$ cat src/rtl/conv_seq_pkg.sv
// Shared definitions for the convolution run sequencer: state encoding,
// output lane layout and small helpers.
package conv_seq_pkg;

  localparam int DATA_W  = 8;
  localparam int LANE_W  = 4 * DATA_W;
  localparam int OFF_O00 = 24;
  localparam int OFF_O01 = 16;
  localparam int OFF_O10 = 8;
  localparam int OFF_O11 = 0;

  typedef enum logic [2:0] {
    ST_IDLE    = 3'd0,
    ST_LOAD    = 3'd1,
    ST_RUN_PE  = 3'd2,
    ST_RUN_3B3 = 3'd3,
    ST_RUN_2B2 = 3'd4,
    ST_CHECK   = 3'd5,
    ST_SHOW    = 3'd6
  } state_t;

  function automatic int max2(input int a, input int b);
    return (a > b) ? a : b;
  endfunction

  function automatic logic lanes_differ(input logic [LANE_W-1:0] a,
                                        input logic [LANE_W-1:0] b);
    logic d;
    d = 1'b0;
    d = d | (a[OFF_O00 +: DATA_W] != b[OFF_O00 +: DATA_W]);
    d = d | (a[OFF_O01 +: DATA_W] != b[OFF_O01 +: DATA_W]);
    d = d | (a[OFF_O10 +: DATA_W] != b[OFF_O10 +: DATA_W]);
    d = d | (a[OFF_O11 +: DATA_W] != b[OFF_O11 +: DATA_W]);
    return d;
  endfunction

endpackage

$ cat src/rtl/conv_sequencer_phase_timer.sv
// Loadable down-counter; `last` is registered and marks the final cycle
// of the phase that was loaded with (length - 1).
module phase_timer #(
  parameter int WIDTH = 4
) (
  input  logic             clk,
  input  logic             rst,
  input  logic             load,
  input  logic [WIDTH-1:0] value,
  output logic             last
);

  logic [WIDTH-1:0] cnt;

  always_ff @(posedge clk or negedge rst) begin
    if (!rst) begin
      cnt  <= '0;
      last <= 1'b0;
    end else if (load) begin
      cnt  <= value;
      last <= (value == '0);
    end else if (cnt != '0) begin
      cnt  <= cnt - WIDTH'(1);
      last <= (cnt == WIDTH'(1));
    end
  end

endmodule

$ cat src/rtl/conv_sequencer.sv
// Run-level scheduler: sequences memory load and the three engines, captures
// each engine's result, cross-checks them and releases the display.
//
// state   | meaning
// IDLE    | all blocks held in reset, waiting for start
// LOAD    | memory running ahead of the first engine
// RUN_PE  | 1x1 PE engine running
// RUN_3B3 | 3x3 systolic engine running
// RUN_2B2 | 2x2 systolic engine running
// CHECK   | one cycle to compare the captured results
// SHOW    | display released
module conv_sequencer
  import conv_seq_pkg::*;
#(
  parameter int LOAD_CYCLES = 4,
  parameter int PE_CYCLES   = 20,
  parameter int T3_CYCLES   = 8,
  parameter int T2_CYCLES   = 10,
  parameter int DISP_CYCLES = 16
) (
  input  logic        clk,
  input  logic        rst,
  input  logic        start,
  input  logic        abort,
  input  logic [31:0] o_pe,
  input  logic [31:0] o_3b3,
  input  logic [31:0] o_2b2,
  output logic        rst_mem,
  output logic        rst_pe,
  output logic        rst_3b3,
  output logic        rst_2b2,
  output logic        rst_disp,
  output logic [31:0] res_pe,
  output logic [31:0] res_3b3,
  output logic [31:0] res_2b2,
  output logic        mismatch,
  output logic        busy,
  output logic        done,
  output logic [2:0]  state
);

  localparam int MAX_CYC = max2(max2(max2(LOAD_CYCLES, PE_CYCLES),
                                     max2(T3_CYCLES, T2_CYCLES)), DISP_CYCLES);
  localparam int TW = $clog2(MAX_CYC) + 1;

  state_t          cur_st, nxt_st;
  logic            t_load, t_last;
  logic [TW-1:0]   load_val;
  logic            entering_load;

  assign state         = cur_st;
  assign busy          = !((cur_st == ST_IDLE) || (cur_st == ST_SHOW));
  assign t_load        = (nxt_st != cur_st);
  assign entering_load = (nxt_st == ST_LOAD) && (cur_st != ST_LOAD);

  phase_timer #(.WIDTH(TW)) u_timer (
    .clk   (clk),
    .rst   (rst),
    .load  (t_load),
    .value (load_val),
    .last  (t_last)
  );

  always_comb begin
    nxt_st = cur_st;
    if (abort) begin
      nxt_st = ST_IDLE;
    end else begin
      case (cur_st)
        ST_IDLE:    if (start)  nxt_st = ST_LOAD;
        ST_LOAD:    if (t_last) nxt_st = ST_RUN_PE;
        ST_RUN_PE:  if (t_last) nxt_st = ST_RUN_3B3;
        ST_RUN_3B3: if (t_last) nxt_st = ST_RUN_2B2;
        ST_RUN_2B2: if (t_last) nxt_st = ST_CHECK;
        ST_CHECK:   nxt_st = ST_SHOW;
        ST_SHOW: begin
          if (start)                          nxt_st = ST_LOAD;
          else if (DISP_CYCLES > 0 && t_last) nxt_st = ST_IDLE;
        end
        default:    nxt_st = ST_IDLE;
      endcase
    end
  end

  // Timer is loaded with (length - 1) for whichever state is being entered.
  always_comb begin
    load_val = '0;
    case (nxt_st)
      ST_LOAD:    load_val = TW'(LOAD_CYCLES - 1);
      ST_RUN_PE:  load_val = TW'(PE_CYCLES - 1);
      ST_RUN_3B3: load_val = TW'(T3_CYCLES - 1);
      ST_RUN_2B2: load_val = TW'(T2_CYCLES - 1);
      ST_SHOW:    load_val = (DISP_CYCLES > 0) ? TW'(DISP_CYCLES - 1) : '0;
      default:    load_val = '0;
    endcase
  end

  always_ff @(posedge clk or negedge rst) begin
    if (!rst) begin
      cur_st   <= ST_IDLE;
      rst_mem  <= 1'b0;
      rst_pe   <= 1'b0;
      rst_3b3  <= 1'b0;
      rst_2b2  <= 1'b0;
      rst_disp <= 1'b0;
      done     <= 1'b0;
      res_pe   <= '0;
      res_3b3  <= '0;
      res_2b2  <= '0;
      mismatch <= 1'b0;
    end else begin
      cur_st   <= nxt_st;
      rst_mem  <= (nxt_st != ST_IDLE);
      rst_pe   <= (nxt_st == ST_RUN_PE);
      rst_3b3  <= (nxt_st == ST_RUN_3B3);
      rst_2b2  <= (nxt_st == ST_RUN_2B2);
      rst_disp <= (nxt_st == ST_SHOW);
      done     <= (nxt_st == ST_SHOW) && (cur_st != ST_SHOW);
      if (entering_load) begin
        res_pe   <= '0;
        res_3b3  <= '0;
        res_2b2  <= '0;
        mismatch <= 1'b0;
      end else if (!abort) begin
        // An aborted run keeps whatever was captured before the abort.
        case (cur_st)
          ST_RUN_PE:  if (t_last) res_pe  <= o_pe;
          ST_RUN_3B3: if (t_last) res_3b3 <= o_3b3;
          ST_RUN_2B2: if (t_last) res_2b2 <= o_2b2;
          ST_CHECK:   mismatch <= lanes_differ(res_pe, res_3b3) |
                                  lanes_differ(res_3b3, res_2b2);
          default: ;
        endcase
      end
    end
  end

endmodule

$ cat config.mk
export PLATFORM = sky130hd
export DESIGN_NAME = conv_sequencer
export DESIGN_NICKNAME = d
export VERILOG_FILES = /design/src/rtl/conv_seq_pkg.sv /design/src/rtl/conv_sequencer_phase_timer.sv /design/src/rtl/conv_sequencer.sv
export SDC_FILE = /design/constraint.sdc
export NUM_CORES = 1
export LEC_CHECK = 0
export ABC_CLOCK_PERIOD_IN_PS = 1400
export BUFFER_PORTS_ARGS = -buffer_cell sky130_fd_sc_hd__buf_2
export CORE_UTILIZATION = 25
export CTS_CLUSTER_SIZE = 25
export DETAILED_ROUTE_END_ITERATION = 16
export HOLD_SLACK_MARGIN = 0.12
export SYNTH_ARGS = -nofsm -noshare
export SYNTH_HDL_FRONTEND = slang
export SYNTH_SLANG_ARGS = --single-unit
$ cat constraint.sdc
create_clock -name clk -period 1.4 [get_ports clk]
set_input_delay 0.28 -clock clk [delete_from_list [all_inputs] [get_ports clk]]
set_output_delay 0.28 -clock clk [all_outputs]
set_load 0.01 [all_outputs]
==> results of run 1 <==
-- final cells by class --
type | count | area, µm² | area share
Clock buffer | 21 | 450 | 0.0395
Inverter | 5 | 21.3 | 0.00187
Clock inverter | 11 | 185 | 0.0162
Tap cell | 275 | 344 | 0.0302
Multi-Input combinational cell | 461 | 3240 | 0.284
Antenna cell | 1 | 2.50 | 0.000219
Sequential cell | 113 | 2830 | 0.248
Timing Repair Buffer | 490 | 4330 | 0.380
-- state kept, by name, indices dropped and copies added (netlist names), 3 cells and up --
| register | count |
|---|---|
| res_3b3 | 32 |
| state | 3 |
| res_2b2 | 32 |
| u_timer.cnt | 6 |
| res_pe | 32 |
-- power groups by stage --
stage	sequential [µW]	combinational (µW)	clock, µW
floorplan	4210	1840	0
global placement	4090	4040	0
detailed placement	4100	4060	0
CTS	4040	5010	4850
global route	4120	6200	4990
finish	4080	5810	4790
-- layout by cell type (no fill, tap or decap), types with 4 or more instances in the layout --
master and count:
a21oi_1 25, a21oi_2 71, a21oi_4 9, and3_1 5
buf_12 18, buf_16 5, buf_2 170, buf_4 105
buf_6 82, buf_8 7, bufinv_16 5, clkbuf_16 26
clkinv_2 4, dfrtp_1 109, dfrtp_2 4, dlygate4sd3_1 94
nand2_1 146, nand2_2 37, nand2_4 16, nand3_1 9
nor2_1 7, nor2_2 4, nor3_1 7, nor4_1 6
o21ai_2 4, or3_1 8, xnor2_1 4, xor2_1 40
-- worst paths after layout --
path	startpoint	endpoint	slack [ns]	depth (start not counted)
worst max-delay path	res_3b3[12]$_DFFE_PN0P_	mismatch$_DFFE_PN0P_	-0.30	6
worst min-delay path	o_3b3[1]	res_3b3[1]$_DFFE_PN0P_	0.14	3
worst max register to register	res_3b3[12]$_DFFE_PN0P_	mismatch$_DFFE_PN0P_	-0.30	6
worst min register to register	res_pe[20]$_DFFE_PN0P_	res_pe[20]$_DFFE_PN0P_	0.57	2
max in group asynchronous	rst	res_pe[26]$_DFFE_PN0P_	0.48	3
min in group asynchronous	rst	res_2b2[10]$_DFFE_PN0P_	0.31	2
-- per-layer routing --
layer | routed length (µm) | global-route usage | share of wire | up-vias
met5 | 0 | 0 | 0 | -
met4 | 749 | 0.0883 | 0.028 | 0
met3 | 1480 | 0.0497 | 0.054 | 56
met2 | 13400 | 0.364 | 0.49 | 263
met1 | 11600 | 0.290 | 0.43 | 3279
li1 | - | - | - | 3022
-- worst max-delay path, delay by kind of cell (launching register included) --
kind | cells | cell delay [ns]
and+or+nand+nor | 3 | 0.69
xor gates and xnor gates | 1 | 0.19
AOI/OAI and AO/OA | 1 | 0.11
buffers and inverters | 1 | 0.17
DFF | 1 | 0.43
-- repair_timing --
item                                    CTS  global route
pin swaps                                15            52
cloned                                    6            10
buffers inserted                         24            16
endpoints found under the setup margin  130           153
hold buffers                             93             1
gates resized for setup                  91           217
endpoints found under the hold margin   120             1
-- per-stage QoR --
step           TNS (ns)  cell area, µm²
2_1_floorplan     -4.82            5650
3_3_place_gp     -18.46            8040
3_5_place_dp     -17.02            8040
4_1_cts          -19.79           10400
5_1_grt          -29.06           11400
6_report         -22.79           11400
-- kinds of logic (layout without fill, tap and decap cells) --
group | after synthesis | after routing | share of synthesized area
buffers and inverters | 44 | 527 | 0.0377
adder cells (fa/ha/maj) | 2 | 2 | 0.00460
AND/OR/NAND/NOR | 277 | 277 | 0.221
other | 0 | 1 | 0
multiplexers | 5 | 5 | 0.0120
XOR/XNOR | 46 | 46 | 0.0741
flip-flops | 113 | 113 | 0.520
AO/OA/AOI/OAI | 131 | 131 | 0.131
==> flow_metrics.env, run 1 <==
export IMPL_hold_path_class="in2reg"
export IMPL_drcViolationCount=0
export IMPL_ys_seq_elements=113
export IMPL_die_area_um2=22400
export IMPL_p_comb_frac=0.396
export IMPL_p_int_uw=10000
export IMPL_ys_top_cells_by_count="nand2_1, dfrtp_1, a21oi_1"
export IMPL_max_cap_viol_count=0
export IMPL_wl_um=27200
export IMPL_overflow=0
export IMPL_whs_ns=0.138
export IMPL_slowest_stage="dfrtp_1"
export IMPL_num_rows=53
export IMPL_cpMostUsedCell="nor4_1"
export IMPL_status="complete, but fails checks"
export IMPL_max_slew_worst_pin_slew_ns=0.445
export IMPL_finalSetupViolations=114
export IMPL_critPathMaxFanout=3
export IMPL_post_route_period_util=1.22
export IMPL_drive_gt1_frac=0.551
export IMPL_fin_crit_ns=1.70
export IMPL_cts_root_buf="clkbuf_16"
export IMPL_io_pins=207
export IMPL_first_iter_violations=283
export IMPL_worstSetupPathType="reg2reg"
export IMPL_clockBufferDepth=2
export IMPL_fin_nets=1190
export IMPL_worstPathCellList="xor2_1 -> nor4_1 -> buf_4 -> nand3_1 -> nor4_1 -> a21oi_1"
export IMPL_synth_edf_count=0
export IMPL_antenna_found_initial=1
export IMPL_power_share_clock=0.326
export IMPL_p_leak_uw=0.00559
export IMPL_ys_types=49
export IMPL_peakVddDrop_mv=0.840
export IMPL_initial_core_util=0.257
export IMPL_syn_to_final_growth_pct=110
export IMPL_path_clk_slew_ns=0.06
export IMPL_endpoint_kind="flip-flop"
export IMPL_cp_arrival_ns=2.00
export IMPL_slowest_delay_ns=0.43
export IMPL_cellPowerDensity_nw_per_um2=1290
export IMPL_chipHeight_um=150
export IMPL_syn_instance_count=618
export IMPL_required_ns=1.70
export IMPL_via_count=6620
export IMPL_rsz0062_at_grt="true"
export IMPL_synthTopCellsByArea="dfrtp_1, nand2_1, a21oi_1"
export IMPL_core_um2=21200
export IMPL_wl_per_cell_um=19.8
export IMPL_violations="negative setup slack"
export IMPL_syn_nets=720
export IMPL_switching_share=0.319
export IMPL_crit_path_start_kind="flip-flop"
export IMPL_layoutNonFillerInstCount=1377
export IMPL_async_reset_ff_frac=1.00
export IMPL_place_ws_ns=-0.428
export IMPL_htree_num_levels=4
export IMPL_layout_setup_ws_ns=-0.303
export IMPL_synth_top_area_cell="dfrtp_1"
export IMPL_yosysMostFrequentCell="nand2_1"
export IMPL_first_global_vias=6520
export IMPL_finish_utilization=0.539
export IMPL_hold_viol_final=0
export IMPL_cts_tree="yes"
export IMPL_io_buffers=206
export IMPL_p_seq_frac=0.278
export IMPL_track_usage=0.225
export IMPL_final_max_slew_viol_count=0
export IMPL_syn_area_per_cell_um2=8.80
export IMPL_cts_sinks=113
export IMPL_p_sw_uw=4680
export IMPL_syn_area_um2=5440
export IMPL_dr_pass1_iters=4
export IMPL_ys_warn_count=0
export IMPL_slew_headroom=0.703
export IMPL_dp_cells=1206
export IMPL_numCtsBuffers=17
export IMPL_grt_max_degree=52
export IMPL_clkLatencyLatePin_ns=0.42
export IMPL_hpwl_um=15800
export IMPL_fillers=1795
export IMPL_synthFlopType="dfrtp_1"
export IMPL_drtAntennaViolNets=0
export IMPL_fin_skew_ns=0.0119
export IMPL_grt_first_pass_wirelength_um=36800
export IMPL_viasPerCell=4.81
export IMPL_ys_seq_area_frac=0.520
export IMPL_routabilityCongestion=0.908
export IMPL_fmax_ghz=0.587
export IMPL_fp_dieW_um=150
export IMPL_finalPower_uw=14700
export IMPL_synth_top_area_frac=0.520
No activity file was read; power rests on OpenSTA's default activity.
==> inputs of run 2 (changes only) <==
--- a/config.mk
+++ b/config.mk
@@ -5,6 +5,7 @@
 export SDC_FILE = /design/constraint.sdc
 export NUM_CORES = 1
 export LEC_CHECK = 0
+export ABC_AREA = 1
 export ABC_CLOCK_PERIOD_IN_PS = 1400
 export BUFFER_PORTS_ARGS = -buffer_cell sky130_fd_sc_hd__buf_2
 export CORE_UTILIZATION = 25
==> flow_metrics.env, run 2 <==
export IMPL_status="complete, but fails checks"
export IMPL_violations="negative setup slack"
export IMPL_fp_dieW_um=155
export IMPL_die_area_um2=24100
export IMPL_max_slew_worst_pin_slew_ns=0.409
export IMPL_final_max_slew_viol_count=0
export IMPL_slowest_stage="dfrtp_2"
export IMPL_cpMostUsedCell="buf_12"
export IMPL_clkLatencyLatePin_ns=0.42
export IMPL_fin_crit_ns=1.82
export IMPL_final_cell_mix="nand2_1, buf_2, dfrtp_1"
export IMPL_syn_area_per_cell_um2=8.63
export IMPL_top_regs="res_2b2 (32), res_3b3 (32), res_pe (32)"
export IMPL_synth_edf_count=0
export IMPL_rsz0062_at_grt="true"
export IMPL_synth_mux_area_frac=0
export IMPL_synthTopCellsByArea="dfrtp_1, nand2_1, a21oi_2"
export IMPL_syn_instance_count=680
export IMPL_hold_path_class="in2reg"
export IMPL_num_rows=55
export IMPL_synth_top_family_by_area="simple AND/OR/NAND/NOR gates"
export IMPL_synth_simple_area_share=0.243
export IMPL_wl_per_cell_um=17.6
export IMPL_overflow=0
export IMPL_slowest_delay_ns=0.48
export IMPL_core_um2=22800
export IMPL_synthXorXnorAreaFrac=0.0851
export IMPL_routabilityCongestion=0.891
export IMPL_ys_warn_count=0
export IMPL_syn_nets=782
export IMPL_drtAntennaViolNets=0
export IMPL_p_leak_uw=0.00545
export IMPL_ys_seq_area_frac=0.482
export IMPL_required_ns=1.70
export IMPL_layout_setup_ws_ns=-0.416
export IMPL_ys_types=32
export IMPL_slew_headroom=0.726
export IMPL_final_common_cell="nand2_1"
export IMPL_drive_gt1_frac=0.507
export IMPL_max_cap_viol_count=0
export IMPL_synth_top_area_cell="dfrtp_1"
export IMPL_cellPowerDensity_nw_per_um2=1600
export IMPL_endpoint_kind="flip-flop"
export IMPL_post_route_period_util=1.30
export IMPL_worstPathCellList="buf_6 -> o21ai_2 -> nand3_2 -> nand2_2 -> nand2_4 -> inv_4 -> nand3_4 -> inv_8 -> buf_12 -> buf_12 -> a21oi_1"
export IMPL_synth_adder_area_share=0.00426
export IMPL_finish_utilization=0.495
export IMPL_crit_path_start_kind="flip-flop"
export IMPL_met3_length_um=1370
export IMPL_synth_top_area_frac=0.482
export IMPL_worstSetupPathType="reg2reg"
export IMPL_chipHeight_um=155
export IMPL_ys_seq_elements=113
export IMPL_first_global_vias=6814
export IMPL_path_clk_slew_ns=0.06
export IMPL_met2_length_um=12900
export IMPL_cts_sinks=113
export IMPL_cp_arrival_ns=2.12
export IMPL_first_iter_violations=306
export IMPL_htree_num_levels=4
export IMPL_fmax_ghz=0.551
export IMPL_ys_top_cells_by_count="nand2_1, dfrtp_1, a21oi_1"
export IMPL_drcViolationCount=0
export IMPL_finalSetupViolations=118
export IMPL_syn_to_final_growth_pct=92.6
export IMPL_wl_um=25700
export IMPL_finalPower_uw=18100
export IMPL_peakVddDrop_mv=0.892
export IMPL_hold_viol_final=0
export IMPL_grt_max_degree=64
export IMPL_track_usage=0.207
export IMPL_syn_area_um2=5870
export IMPL_fin_skew_ns=0.0122
export IMPL_initial_core_util=0.257
export IMPL_highest_layer="met4"
export IMPL_dr_pass1_iters=5
export IMPL_io_pins=207
export IMPL_io_buffers=206
export IMPL_async_reset_ff_frac=1.00
export IMPL_via_count=6632
export IMPL_cts_root_buf="clkbuf_16"
export IMPL_viasPerCell=4.54
export IMPL_clockBufferDepth=2
export IMPL_fin_nets=1237
export IMPL_synth_compound_area_frac=0.125
export IMPL_hpwl_um=16500
export IMPL_critPathMaxFanout=9
export IMPL_yosysMostFrequentCell="nand2_1"
export IMPL_wl_met1_um=10500
export IMPL_antenna_cells=0
export IMPL_antenna_found_initial=0
export IMPL_synthFlopType="dfrtp_1"
export IMPL_grt_first_pass_wirelength_um=37200
export IMPL_numCtsBuffers=17
export IMPL_cts_tree="yes"
[run 2: cell count changes after synthesis, sizes merged, moves of 11 or more]
cell   previous run  this run
inv               5        31
nand2           199       260
nand3            13        24
xnor2             6        38
xor2             40        19
[run 2: cell families after synthesis]
kind of cell               after synthesis
adders and majority gates                2
buffers and inverters                   63
xor gates and xnor gates                57
AOI/OAI and AO/OA                      113
DFF                                    113
and+or+nand+nor                        332
[run 2: per-stage QoR]
stage               hold slack (ns)  setup WS, ns  area (µm²)  TNS [ns]  cells
finish                        0.140        -0.416       11300    -41.74   1460
global placement              0.315        -0.461        8190    -44.93   1295
floorplan                   -0.0156        -0.236        5880    -19.73    680
CTS                           0.121        -0.340       10500    -34.67   1442
global route                  0.132        -0.521       11300    -52.44   1460
detailed placement            0.312        -0.535        8190    -51.41   1295
[run 2: power breakdown]
part,leakage (µW),switching [µW],internal (µW)
sequential,0.00154,707,3890
clock,0.000321,1600,3330
combinational,0.00359,4210,4370
[run 2: final timing paths]
| path | startpoint | endpoint | slack, ns | cells after the start |
|---|---|---|---|---|
| setup / recovery | state[1]$_DFF_PN0_ | res_2b2[25]$_DFFE_PN0P_ | -0.42 | 11 |
| max in group asynchronous | rst | res_3b3[21]$_DFFE_PN0P_ | 0.64 | 3 |
| hold reg to reg | res_2b2[15]$_DFFE_PN0P_ | res_2b2[15]$_DFFE_PN0P_ | 0.56 | 2 |
| min in group asynchronous | rst | res_3b3[3]$_DFFE_PN0P_ | 0.41 | 3 |
| hold / removal | o_pe[20] | res_pe[20]$_DFFE_PN0P_ | 0.14 | 3 |
| setup reg to reg | state[1]$_DFF_PN0_ | res_2b2[25]$_DFFE_PN0P_ | -0.42 | 11 |
[run 2: repair_timing]
item                       in CTS  in global routing
hold buffers                   89                  2
gates resized for setup       117                128
buffers inserted               25                 16
hold endpoints to repair      201                  2
gates cloned                    6                  7
setup endpoints to repair     134                150
pin swaps                      26                 27
[run 2: layer usage]
metal,up-vias,track usage
met4,0,0.0943
met2,271,0.352
met1,3193,0.252
met5,-,0
met3,69,0.0426
li1,3099,-
[run 2: layout make-up]
class / count / area [µm²]
Multi-Input combinational cell: 505 / 3210
Tap cell: 313 / 392
Timing Repair inverter: 1 / 11.3
Clock inverter: 10 / 180
Sequential cell: 113 / 2840
Inverter: 31 / 159
Fill cell: 2083 / 11500
Timing Repair Buffer: 466 / 4030
Clock buffer: 21 / 480
[run 2: worst max-delay path: cells and delay by family, from the launching register on]
family,cells,cell delay (ns)
AND/OR/NAND/NOR,4,0.40
AO/OA/AOI/OAI,2,0.21
flip-flops,1,0.48
buffers and inverters,5,0.61
==> inputs of run 3 (changes only) <==
==> constraint.sdc (replaced) <==
create_clock -name clk -period 1.4 [get_ports clk]
set_input_delay 0.14 -clock clk [delete_from_list [all_inputs] [get_ports clk]]
set_output_delay 0.14 -clock clk [all_outputs]
set_load 0.01 [all_outputs]
==> flow_metrics.env, run 3 (synthesis results as in run 2) <==
export IMPL_status="complete, but fails checks"
export IMPL_violations="negative setup slack"
export IMPL_hold_path_class="in2reg"
export IMPL_p_int_uw=11200
export IMPL_p_sw_uw=6340
export IMPL_slowest_delay_ns=0.48
export IMPL_via_count=6643
export IMPL_cellPowerDensity_nw_per_um2=1600
export IMPL_p_comb_frac=0.461
export IMPL_clkLatencyLatePin_ns=0.42
export IMPL_drcViolationCount=0
export IMPL_num_rows=55
export IMPL_initial_core_util=0.257
export IMPL_rsz0062_at_grt="true"
export IMPL_cp_top_family="buffers and inverters"
export IMPL_p_leak_uw=0.00541
export IMPL_viasPerCell=4.55
export IMPL_tns_ns=-38.40
export IMPL_max_slew_worst_pin_slew_ns=0.417
export IMPL_slowest_stage="dfrtp_2"
export IMPL_drive_gt1_frac=0.506
export IMPL_clockBufferDepth=2
export IMPL_track_usage=0.206
export IMPL_syn_to_final_growth_pct=87.2
export IMPL_final_common_cell="nand2_1"
export IMPL_finalPower_uw=17500
export IMPL_top_regs="res_2b2 (32), res_3b3 (32), res_pe (32)"
export IMPL_cts_root_buf="clkbuf_16"
export IMPL_core_um2=22800
export IMPL_worstSetupPathType="reg2reg"
export IMPL_layout_setup_ws_ns=-0.388
export IMPL_antenna_found_initial=0
export IMPL_grt_first_pass_wirelength_um=37000
export IMPL_fin_skew_ns=0.0108
export IMPL_multi_input_area_um2=3220
export IMPL_path_clk_slew_ns=0.06
export IMPL_crit_buf_inv=7
export IMPL_wl_per_cell_um=17.2
export IMPL_fin_nets=1236
export IMPL_grt_max_degree=64
export IMPL_hold_viol_final=0
export IMPL_post_route_period_util=1.28
export IMPL_p_seq_frac=0.259
export IMPL_hpwl_um=16500
export IMPL_endpoint_kind="flip-flop"
export IMPL_power_share_clock=0.280
export IMPL_worstPathCellList="inv_4 -> buf_4 -> buf_4 -> nor3_1 -> buf_4 -> nor2_4 -> nand3_4 -> inv_8 -> buf_4 -> clkbuf_16 -> a21oi_2"
export IMPL_overflow=0
export IMPL_cts_sinks=113
export IMPL_cpMostUsedCell="buf_4"
export IMPL_crit_path_start_kind="flip-flop"
export IMPL_drtAntennaViolNets=0
export IMPL_numCtsBuffers=17
export IMPL_io_buffers=206
export IMPL_required_ns=1.75
export IMPL_final_cell_mix="nand2_1, buf_2, buf_4"
export IMPL_die_area_um2=24100
export IMPL_htree_num_levels=4
export IMPL_cts_tree="yes"
export IMPL_peakVddDrop_mv=0.867
export IMPL_critPathMaxFanout=6
export IMPL_switching_share=0.361
export IMPL_finalSetupViolations=113
export IMPL_wl_um=25100
export IMPL_final_max_slew_viol_count=0
export IMPL_io_pins=207
export IMPL_fp_dieW_um=155
export IMPL_max_cap_viol_count=0
export IMPL_antenna_cells=0
export IMPL_r2r_slack_ns=-0.39
export IMPL_dr_pass1_iters=6
export IMPL_chipHeight_um=155
export IMPL_fmax_ghz=0.559
export IMPL_routabilityCongestion=0.891
export IMPL_fillers=2138
export IMPL_cp_arrival_ns=2.14
export IMPL_regArea_um2=2830
export IMPL_fin_crit_ns=1.79
export IMPL_first_iter_violations=314
export IMPL_first_global_vias=6762
export IMPL_slew_headroom=0.721
==> run 3: cell types whose count changed in the layout (fill, tap and decap cells not counted), moves of 3 or more <==
cell,previous run,this run
buf_4,93,119
dfrtp_2,10,4
buf_2,172,202
nand2_1,228,223
a21oi_1,16,9
nand2_2,18,21
buf_6,80,18
dlygate4sd3_1,91,97
a21oi_2,78,87
dfrtp_1,103,109
==> run 3: tightest hold or removal path, cell delays in order <==
cell and delay [ns]:
buf_2 0.10, nand2_2 0.06, nand2_2 0.08, nand2_4 0.06, inv_4 0.07, buf_4 0.11
==> run 3: per-layer routing <==
metal / track usage / up-vias / routed length (µm)
li1: - / 3103 / -
met1: 0.252 / 3233 / 10600
met2: 0.350 / 255 / 12500
met3: 0.0423 / 52 / 1210
met4: 0.0910 / 0 / 825
met5: 0 / - / 0
==> run 3: layout make-up <==
type,count,area share
Sequential cell,113,0.258
Clock inverter,10,0.0164
Timing Repair inverter,1,0.00103
Inverter,31,0.0145
Tap cell,313,0.0357
Clock buffer,21,0.0437
Timing Repair Buffer,465,0.338
Multi-Input combinational cell,505,0.293
==> run 3: path summary, 6_finish.rpt <==
kind                                            to  depth (start not counted)               startpoint
setup reg to reg            res_pe[12]$_DFFE_PN0P_                         11       state[0]$_DFF_PN0_
hold / removal                  state[0]$_DFF_PN0_                          6                    start
min in group asynchronous   res_3b3[1]$_DFFE_PN0P_                          3                      rst
max in group asynchronous  res_3b3[20]$_DFFE_PN0P_                          3                      rst
setup / recovery            res_pe[12]$_DFFE_PN0P_                         11       state[0]$_DFF_PN0_
hold reg to reg            res_2b2[15]$_DFFE_PN0P_                          2  res_2b2[15]$_DFFE_PN0P_
==> run 3: timing repair <==
action                                  CTS  global route
buffers inserted                         22             9
pin swaps                                26            25
hold buffers                             97             0
hold endpoints to repair                209             0
cloned                                    6             6
endpoints found under the setup margin  115           114
gates resized for setup                  78           103
==> run 3: power by group through the flow <==
stage / clock [µW] / sequential (µW) / combinational, µW
3_3_place_gp: 0 / 4560 / 6170
6_report: 4910 / 4550 / 8090
5_1_grt: 5110 / 4620 / 8750
4_1_cts: 4960 / 4530 / 7470
3_5_place_dp: 0 / 4580 / 6200
2_1_floorplan: 0 / 4740 / 3070
==> run 3: per-stage QoR <==
stage                     instance area [µm²]  worst slack [ns]  hold slack, ns  std cells  utilization
after floorplan                          5880            -0.236          -0.156        680            -
after global placement                   8190            -0.461           0.175       1295        0.359
after detailed placement                 8190            -0.535           0.172       1295        0.359
after CTS                               10400            -0.340           0.245       1448        0.457
after global routing                    11000            -0.483           0.265       1459        0.481
final                                   11000            -0.388           0.251       1459        0.481
